[config.mk]
export PLATFORM = sky130hd
export DESIGN_NAME = run_ctl_flat
export DESIGN_NICKNAME = d
export VERILOG_FILES = /design/src/rtl/run_ctl_if.sv /design/src/rtl/run_ctl.sv /design/src/flat_wrapper.sv
export SDC_FILE = /design/constraint.sdc
export NUM_CORES = 1
export LEC_CHECK = 0
export ABC_AREA = 1
export CORE_ASPECT_RATIO = 1.75
export CORE_MARGIN = 3
export CORE_UTILIZATION = 44
export CTS_CLUSTER_DIAMETER = 30
export DETAILED_ROUTE_END_ITERATION = 10
export GPL_TIMING_DRIVEN = 0
export HOLD_SLACK_MARGIN = 0.12
export PLACE_DENSITY_LB_ADDON = 0.08
export SKIP_CTS_REPAIR_TIMING = 1
export SYNTH_ARGS = -nofsm -noshare
export SYNTH_HDL_FRONTEND = slang
export SYNTH_SLANG_ARGS = --single-unit
[constraint.sdc]
create_clock -name clk -period 12.3 [get_ports clk]
set_clock_uncertainty 0.1 [all_clocks]
set_input_delay 1.23 -clock clk [delete_from_list [all_inputs] [get_ports clk]]
set_output_delay 1.23 -clock clk [all_outputs]
set_load 0.02 [all_outputs]
[src/rtl/run_ctl_if.sv]
// rtl/run_ctl_if.sv - run controller control/status bundle between host side and run_ctl
interface run_ctl_if #(
  parameter int CNT_W = 32,
  parameter int NSTOP = 4
);
  logic             start;
  logic [CNT_W-1:0] limit;
  logic [CNT_W-1:0] trace_lo;
  logic [CNT_W-1:0] trace_hi;
  logic [NSTOP-1:0] stop_req;
  logic [NSTOP-1:0] stop_mask;
  logic             halt;
  logic             cpu_reset;
  logic             running;
  logic             done;
  logic [2:0]       status;
  logic [NSTOP-1:0] stop_src;
  logic [CNT_W-1:0] cycle_count;
  logic             trace_en;

  modport master (
    output start, limit, trace_lo, trace_hi, stop_req, stop_mask, halt,
    input  cpu_reset, running, done, status, stop_src, cycle_count, trace_en
  );

  modport slave (
    input  start, limit, trace_lo, trace_hi, stop_req, stop_mask, halt,
    output cpu_reset, running, done, status, stop_src, cycle_count, trace_en
  );
endinterface

[src/rtl/run_ctl.sv]
// rtl/run_ctl.sv - CPU run controller: reset hold, cycle counting, stop status, trace window
module run_ctl #(
  parameter int CNT_W    = 32,
  parameter int RST_HOLD = 10,
  parameter int NSTOP    = 4
) (
  input  logic     clk,
  input  logic     reset,
  run_ctl_if.slave bus
);
  localparam int HOLD_W = (RST_HOLD > 1) ? $clog2(RST_HOLD) : 1;

  localparam logic [2:0] ST_NONE  = 3'd0;
  localparam logic [2:0] ST_HALT  = 3'd1;
  localparam logic [2:0] ST_STOP  = 3'd2;
  localparam logic [2:0] ST_LIMIT = 3'd3;

  typedef enum logic [1:0] {S_IDLE, S_HOLD, S_RUN, S_DONE} state_t;

  state_t           r_state,  w_state_nxt;
  logic [HOLD_W-1:0] r_hold,  w_hold_nxt;
  logic [CNT_W-1:0] r_cnt,    w_cnt_nxt;
  logic [CNT_W-1:0] r_limit,  w_limit_nxt;
  logic [CNT_W-1:0] r_lo,     w_lo_nxt;
  logic [CNT_W-1:0] r_hi,     w_hi_nxt;
  logic [2:0]       r_status, w_status_nxt;
  logic [NSTOP-1:0] r_src,    w_src_nxt;
  logic             r_cpu_reset, w_cpu_reset_nxt;
  logic             r_running,   w_running_nxt;
  logic             r_done,      w_done_nxt;
  logic             r_trace_en,  w_trace_en_nxt;

  logic [NSTOP-1:0] w_hit;
  logic [NSTOP-1:0] w_hit_low;
  logic [CNT_W-1:0] w_cnt_inc;

  assign w_hit     = bus.stop_req & bus.stop_mask;
  assign w_hit_low = w_hit & (~w_hit + NSTOP'(1));
  assign w_cnt_inc = r_cnt + CNT_W'(1);

  always_ff @(posedge clk or negedge reset) begin
    if (!reset) begin
      r_state     <= S_IDLE;
      r_hold      <= '0;
      r_cnt       <= '0;
      r_limit     <= '0;
      r_lo        <= '0;
      r_hi        <= '0;
      r_status    <= ST_NONE;
      r_src       <= '0;
      r_cpu_reset <= 1'b1;
      r_running   <= 1'b0;
      r_done      <= 1'b0;
      r_trace_en  <= 1'b0;
    end else begin
      r_state     <= w_state_nxt;
      r_hold      <= w_hold_nxt;
      r_cnt       <= w_cnt_nxt;
      r_limit     <= w_limit_nxt;
      r_lo        <= w_lo_nxt;
      r_hi        <= w_hi_nxt;
      r_status    <= w_status_nxt;
      r_src       <= w_src_nxt;
      r_cpu_reset <= w_cpu_reset_nxt;
      r_running   <= w_running_nxt;
      r_done      <= w_done_nxt;
      r_trace_en  <= w_trace_en_nxt;
    end
  end

  always_comb begin
    w_state_nxt  = r_state;
    w_hold_nxt   = r_hold;
    w_cnt_nxt    = r_cnt;
    w_limit_nxt  = r_limit;
    w_lo_nxt     = r_lo;
    w_hi_nxt     = r_hi;
    w_status_nxt = r_status;
    w_src_nxt    = r_src;
    case (r_state)
      S_IDLE, S_DONE: begin
        if (bus.start) begin
          w_state_nxt  = S_HOLD;
          w_hold_nxt   = HOLD_W'(RST_HOLD - 1);
          w_cnt_nxt    = '0;
          w_limit_nxt  = bus.limit;
          w_lo_nxt     = bus.trace_lo;
          w_hi_nxt     = bus.trace_hi;
          w_status_nxt = ST_NONE;
          w_src_nxt    = '0;
        end
      end
      S_HOLD: begin
        if (r_hold == '0) w_state_nxt = S_RUN;
        else              w_hold_nxt  = r_hold - HOLD_W'(1);
      end
      S_RUN: begin
        // Terminating cycle leaves the count untouched: it counts completed cycles.
        if (bus.halt) begin
          w_state_nxt  = S_DONE;
          w_status_nxt = ST_HALT;
        end else if (|w_hit) begin
          w_state_nxt  = S_DONE;
          w_status_nxt = ST_STOP;
          w_src_nxt    = w_hit_low;
        end else if ((r_limit != '0) && (w_cnt_inc == r_limit)) begin
          w_state_nxt  = S_DONE;
          w_status_nxt = ST_LIMIT;
        end else if (!(&r_cnt)) begin
          w_cnt_nxt = w_cnt_inc;
        end
      end
      default: w_state_nxt = S_IDLE;
    endcase
  end

  // Outputs are decoded from next-state values so every port comes straight from a flop.
  always_comb begin
    w_cpu_reset_nxt = (w_state_nxt != S_RUN);
    w_running_nxt   = (w_state_nxt == S_RUN);
    w_done_nxt      = (w_state_nxt == S_DONE);
    w_trace_en_nxt  = w_running_nxt && (w_lo_nxt <= w_cnt_nxt) && (w_cnt_nxt <= w_hi_nxt);
  end

  assign bus.cpu_reset   = r_cpu_reset;
  assign bus.running     = r_running;
  assign bus.done        = r_done;
  assign bus.status      = r_status;
  assign bus.stop_src    = r_src;
  assign bus.cycle_count = r_cnt;
  assign bus.trace_en    = r_trace_en;
endmodule

[src/flat_wrapper.sv]
// flat-port wrapper written by rule: the top's interface ports become plain ports
module run_ctl_flat 
#(
  parameter int CNT_W    = 32,
  parameter int RST_HOLD = 10,
  parameter int NSTOP    = 4
)
  (clk, reset, bus_start, bus_limit, bus_trace_lo, bus_trace_hi, bus_stop_req, bus_stop_mask, bus_halt, bus_cpu_reset, bus_running, bus_done, bus_status, bus_stop_src, bus_cycle_count, bus_trace_en);
  run_ctl_if #(.CNT_W(CNT_W), .NSTOP(NSTOP)) bus_i ();
  input  logic clk;
  input  logic reset;
  input wire logic [$bits(bus_i.start)-1:0] bus_start;
  input wire logic [$bits(bus_i.limit)-1:0] bus_limit;
  input wire logic [$bits(bus_i.trace_lo)-1:0] bus_trace_lo;
  input wire logic [$bits(bus_i.trace_hi)-1:0] bus_trace_hi;
  input wire logic [$bits(bus_i.stop_req)-1:0] bus_stop_req;
  input wire logic [$bits(bus_i.stop_mask)-1:0] bus_stop_mask;
  input wire logic [$bits(bus_i.halt)-1:0] bus_halt;
  output wire logic [$bits(bus_i.cpu_reset)-1:0] bus_cpu_reset;
  output wire logic [$bits(bus_i.running)-1:0] bus_running;
  output wire logic [$bits(bus_i.done)-1:0] bus_done;
  output wire logic [$bits(bus_i.status)-1:0] bus_status;
  output wire logic [$bits(bus_i.stop_src)-1:0] bus_stop_src;
  output wire logic [$bits(bus_i.cycle_count)-1:0] bus_cycle_count;
  output wire logic [$bits(bus_i.trace_en)-1:0] bus_trace_en;
  assign bus_i.start = bus_start;
  assign bus_i.limit = bus_limit;
  assign bus_i.trace_lo = bus_trace_lo;
  assign bus_i.trace_hi = bus_trace_hi;
  assign bus_i.stop_req = bus_stop_req;
  assign bus_i.stop_mask = bus_stop_mask;
  assign bus_i.halt = bus_halt;
  assign bus_cpu_reset = bus_i.cpu_reset;
  assign bus_running = bus_i.running;
  assign bus_done = bus_i.done;
  assign bus_status = bus_i.status;
  assign bus_stop_src = bus_i.stop_src;
  assign bus_cycle_count = bus_i.cycle_count;
  assign bus_trace_en = bus_i.trace_en;
  run_ctl #(.CNT_W(CNT_W), .RST_HOLD(RST_HOLD), .NSTOP(NSTOP)) u_core (.clk(clk), .reset(reset), .bus(bus_i));
endmodule
== Word-level counts from Yosys, hierarchy flattened ==
Cells that the tools add are included.
Storage, ports and cells
  bits in registers: 145
  input port bits: 108
  output and inout port bits: 43
  logic and storage cells: 75
Operators by class
  add/subtract/negate cells: 3
  magnitude comparators: 2
  equal/unequal tests: 12
  multiplexer cells: 28
  bitwise logic cells: 3
  reduce and logical (&&, ||, !) cells: 15
Operator list (count)
  $mux W32: 9
  $le A32 B32 Y1: 2
  $pmux W32 S2: 1
  $add A32 B1 Y32 const B: 1
  $eq A32 B32 Y1: 1
  $reduce_and A32 Y1: 1
  $reduce_bool A32 Y1: 1
  $mux W4: 5
  $pmux W4 S2: 2
  $mux W3: 4
  $mux W2: 5
  $and A4 B4 Y4: 2
  $eq A2 B2 Y1 const B: 4
  $ne A2 B2 Y1 const B: 4
  $pmux W2 S3: 1
  $pmux W3 S2: 1
  $reduce_and A3 Y1: 2
  $add A4 B1 Y4 const B: 1
  $logic_not A4 Y1: 1
  $ne A4 B2 Y1 const B: 1
  $not A4 Y4: 1
  $reduce_and A4 Y1: 1
  $reduce_bool A2 Y1: 2
  $reduce_or A4 Y1: 1
  7 further kinds: 9

== Depth between registers and ports, before layout ==
  depth after elaboration: 10
  gate-level depth with buffers: 35
  depth with buffers taken out: 35

== Least setup slack after synthesis ==
OpenSTA, ideal clock, no wires.
  path kind: register to register
  from: register u_core.r_cnt[0] (netlist: u_core.bus.cycle_count[0])
  to: register u_core.r_trace_en (netlist: u_core.bus.trace_en)
  setup time: 0.119 ns
  arrival time: 3.879 ns
  data required time: 12.081 ns
  slack: 8.202 ns
  cell stages (with the launch flop): 35
  path buffers: 1
  period minus slack after synthesis: 4.098 ns
  cell sequence: dfrtp_1 > ha_1 > nand2_2 > nor2_4 > nand2_4 > nor2_8 > nand2_1 > nand2_1 > nand3_1 > nand2_1 > nor2_1 > nand2_1 > nor2_2 > nand3_2 > nand2_2 > or2_4 > nor2_4 > inv_2 > buf_6 > a21oi_1 > o21ai_1 > o21ai_1 > inv_2 > ha_1 > nand4_1 > nor4_1 > inv_1 > nor2_1 > nand2_1 > nand2_1 > nand2_1 > nand2_1 > nand2_1 > nand2_1 > a21oi_2
Between the ends
  cells in the longest elaborated chain, start to end: 10
  elaborated cells between the ends (all ways): 19
  those cells by class: 1 x add/sub; 2 x order compare; 2 x eq/ne; 10 x mux; 4 x reduce/logical
RTL lines
  start, declared: RTL line run_ctl.sv:22  | logic [CNT_W-1:0] r_cnt, w_cnt_nxt;
  start signal, assigned: RTL line run_ctl.sv:58  | r_cnt <= w_cnt_nxt;
  $add A32 B1 Y32: RTL line run_ctl.sv:39  | assign w_cnt_inc = r_cnt + CNT_W'(1);
  $eq A32 B32 Y1: RTL line run_ctl.sv:106  | end else if ((r_limit != '0) && (w_cnt_inc == r_limit)) begin
  $logic_and A1 B1 Y1: RTL line run_ctl.sv:106
  $mux W32 *: RTL line run_ctl.sv:106
  $mux W32 *: RTL line run_ctl.sv:102  | end else if (|w_hit) begin
  $mux W32 *: RTL line run_ctl.sv:99  | if (bus.halt) begin
  $pmux W32 S2 *: RTL line run_ctl.sv:80  | case (r_state)
  via u_core.w_cnt_nxt[15]: RTL line run_ctl.sv:22
  $le A32 B32 Y1: RTL line run_ctl.sv:122  | w_trace_en_nxt = w_running_nxt && (w_lo_nxt <= w_cnt_nxt) && (w_cnt_nxt <= w_hi_nxt);
  $logic_and A1 B1 Y1: RTL line run_ctl.sv:122
  $logic_and A1 B1 Y1 *: RTL line run_ctl.sv:122
  via u_core.w_trace_en_nxt: RTL line run_ctl.sv:31  | logic r_trace_en, w_trace_en_nxt;
  end signal, assigned: RTL line run_ctl.sv:67  | r_trace_en <= w_trace_en_nxt;
  end, declared: RTL line run_ctl.sv:31
The timed path passes the listed nets; every way through them passes the cells marked *.
A chain may end at the register's enable or synchronous reset.

== Worst setup path after layout ==
Same ends and word-level chain as after synthesis.

==> impl_results.md <==
- Peak supply drop: 0.000134 V
- Leakage: 5.52 nW
- Final setup violation count: 0
- Crit path largest cell delay: about 0.63 ns
- Layout cell share with drive strength beyond 1: 0.0755
- Num rows: 70
- Sw Share: 0.456
- I/O Buffers: between 100 and 150
- Async SR Flop Fraction: 1.00
- Clk slew on worst S/H paths: approximately 0.06 ns
- Post-layout util: 0.561
- Post-Syn Instances: roughly 1,300
- Ys flop type: dfrtp_1
- Wire per inst: about 19 um
- Post-synth EDFFs: 0
- Post-Synth Simple-Gate Area: 0.312
- Library cells used by synthesis: 49
- Critical Path Start Type: register
- Drt pass-1 iters: 6
- Syn Nets: ~1,500
- DR DRC count: 0
- CTS root buf: clkbuf_16
- Worst R2R Path Depth: 28
- Minimum clock period: about 5.7 ns
- Post-synth top area share: 0.381
- Grt total ovfl: 0
- Critical path class: register to register
- Slowest-stage cell, CP: nor4_1
- Final wirelength: 32,000 um
- Clk sinks: 144
- Clock Latency Late Sink: ~0.44 ns
- Maximum clock frequency: between 0.15 and 0.2 GHz
- Crit path launch: u_core.bus.cycle_count[0]$_DFF_PN0_
- GP Congestion: 0.955
- HPWL Detailed: roughly 26,000 um
- Clock tree buffer depth: 2
- Hold Slack: between 0.3 and 0.4 ns
- Routed via count: about 9,000
- Initial DRC Count: 422
- Xor/xnor share of the synthesized area: 0.0163
- Worst path arrival time: just under 6 ns
- Relative slew margins: 0.407
- Final period util: 0.462
- Setup TNS: 0 ns
- Ant diodes: 0
- Reg-to-Reg End: u_core.bus.trace_en$_DFF_PN0_
- CTS tree: yes
- Largest net degree at the start of global routing: between 70 and 80
- Die Height: roughly 200 um
- Top-count cell post-synth: nand2_1
- Mux cell area share after synthesis: 0
- Worst setup EP type: register
- Seq/Total Area, Yosys: 0.384
- Sequential Power Share: 0.302
- Area Growth Syn to Fin: 25.0%
- Status: finished, final reports clean
- Hold Violations, Final: 0
- # IOs: 151
- Worst R2R Start: u_core.bus.cycle_count[0]$_DFF_PN0_
- Area leader, netlist: dfrtp_1
- P_int: around 1.4 mW
- Synth top area cells: dfrtp_1, nand2_1, ha_1
- Crit path top cell by count: nand2_1
- CTS Buf Count: 17
- Complex-gate fraction of the synthesized area: 0.117
- Crit-path max FO: 10
- Combinational power share: 0.513
- Worst setup path endpoint: u_core.bus.trace_en$_DFF_PN0_
- Area after DPL: 0.0112 sq mm
- Worst Hold Class: register to register
- Unrepaired setup endpoints after global routing: false
- Final Net Count: around 1,600
- Cell area after layout: roughly 0.012 sq mm
- Largest family of logic cells by synthesized area: simple AND/OR/NAND/NOR gates
- Top post-synthesis cells by count: nand2_1, inv_1, dfrtp_1, nor2_1, o21ai_0
- Die width: approximately 120 um
- #FFs+latches synth: roughly 140
- Sw power: 1.17 mW
- Max_cap viols: 0
- ANT nets after route: 0
- Vias in the first global route: between 8,000 and 9,000
- Critical path required time: 12.56 ns
- Vias/cell: about 5.2
- Tot Pwr: approximately 2.6 mW
- Yosys warning count: 0
- Worst Tran Pin Value: between 0.8 and 0.9 ns
- Antenna violations before repair: 0
- Clock Power Share: 0.185
- Die area: roughly 0.023 sq mm
- Cell Pwr Density: ~220 mW/mm^2
- Pins Over Slew Limit: 0
- Core Area: roughly 0.021 sq mm
- Overall Global Routing Usage: 0.284
- H-tree depth: 4
- Area of the mapped netlist: between 0.009 and 0.01 sq mm
- Initial Util: 0.449
- Post-Synth Adder-Cell Area: 0.0893
- R2r setup slk: between 6 and 7 ns
- First-pass GRT wire length: a little under 50,000 um
- Syn avg cell area: ~7.3 sq um
-- critical path: cells and delay by family (launching register included) --
kind / cells / cell delay (ns)
AND/OR/NAND/NOR: 21 / 3.38
AO/OA/AOI/OAI: 2 / 0.56
adder cells (fa/ha/maj): 2 / 0.54
flip-flops: 1 / 0.52
buffers and inverters: 3 / 0.47
-- how the worst min path moves through the flow --
stage	startpoint	end	cells past startpoint
after CTS	u_core.r_lo[14]$_DFF_PN0_	u_core.r_lo[14]$_DFF_PN0_	2
after floorplan	u_core.r_hi[0]$_DFF_PN0_	u_core.r_hi[0]$_DFF_PN0_	2
after detailed placement	u_core.r_lo[14]$_DFF_PN0_	u_core.r_lo[14]$_DFF_PN0_	2
final	u_core.r_lo[9]$_DFF_PN0_	u_core.r_lo[9]$_DFF_PN0_	2
after global routing	u_core.r_lo[28]$_DFF_PN0_	u_core.r_lo[28]$_DFF_PN0_	2
after global placement	u_core.r_lo[14]$_DFF_PN0_	u_core.r_lo[14]$_DFF_PN0_	2
-- through the flow --
step,setup slack (ns),std cells
floorplan,8.20,1290
global placement,3.89,1691
detailed placement,6.49,1692
CTS,6.70,1723
global route,6.06,1723
finish,6.62,1723
-- logic make-up after synthesis --
family | after synthesis
adder cells (fa/ha/maj) | 67
other | 1
buffers and inverters | 201
AND/OR/NAND/NOR | 667
AO/OA/AOI/OAI | 195
XOR/XNOR | 15
flip-flops | 144
-- layer usage --
layer | part of all wire | wire length [um] | vias to the layer above | global-route usage
li1 | - | - | 4496 | -
met1 | 0.38 | 12000 | 4113 | 0.311
met2 | 0.52 | 16700 | 269 | 0.506
met3 | 0.044 | 1410 | 91 | 0.0461
met4 | 0.058 | 1870 | 0 | 0.162
met5 | 0 | 0 | - | 0
-- power by group through the flow --
stage                     Sequential, mW  Clock [mW]  Combinational [mW]
after detailed placement           0.782           0                1.33
after CTS                          0.776       0.484                1.34
after global placement             0.782           0                1.30
after floorplan                    0.778           0               0.853
after global routing               0.798       0.505                1.51
final                              0.778       0.476                1.32
-- cell type report --
class	count	area, sq um
Fill cell	2039	9190
Inverter	172	646
Timing Repair Buffer	150	1520
Multi-Input combinational cell	945	5020
Sequential cell	144	3600
Clock inverter	9	62.6
Buffer	29	124
Clock buffer	22	454
Tap cell	252	315
-- state kept, by name, summed over array words and instances, names as in the netlist --
register,flops
u_core.bus.cpu_reset,1
u_core.bus.cycle_count,32
u_core.bus.done,1
u_core.bus.running,1
u_core.bus.status,2
u_core.bus.stop_src,4
u_core.bus.trace_en,1
u_core.r_hi,32
u_core.r_hold,4
u_core.r_limit,32
u_core.r_lo,32
u_core.r_state,2
-- placed cells by master, fill, tap and decap left out, drive strengths merged --
master and instances:
a22oi 12, inv 173, dfrtp 143, xnor3 1, o21a 4, a211oi 4
a32oi 1, o31ai 2, a21oi 38, nand3 89, nor4 3, nand2 408
clkinv 4, o21bai 1, ha 67, or2 34, o221ai 1, xnor2 4
clkinvlp 4, clkbuf 46, nor3b 2, a31oi 1, nor3 2, o22ai 11
nor2 113, nand4 11, and2 2, clkdlybuf4s50 148, nand3b 3, dfstp 1
a2111oi 1, o21ai 112, xor2 10, conb 1, buf 7, o211ai 7
Note: power is estimated with default switching activity, not from simulation.
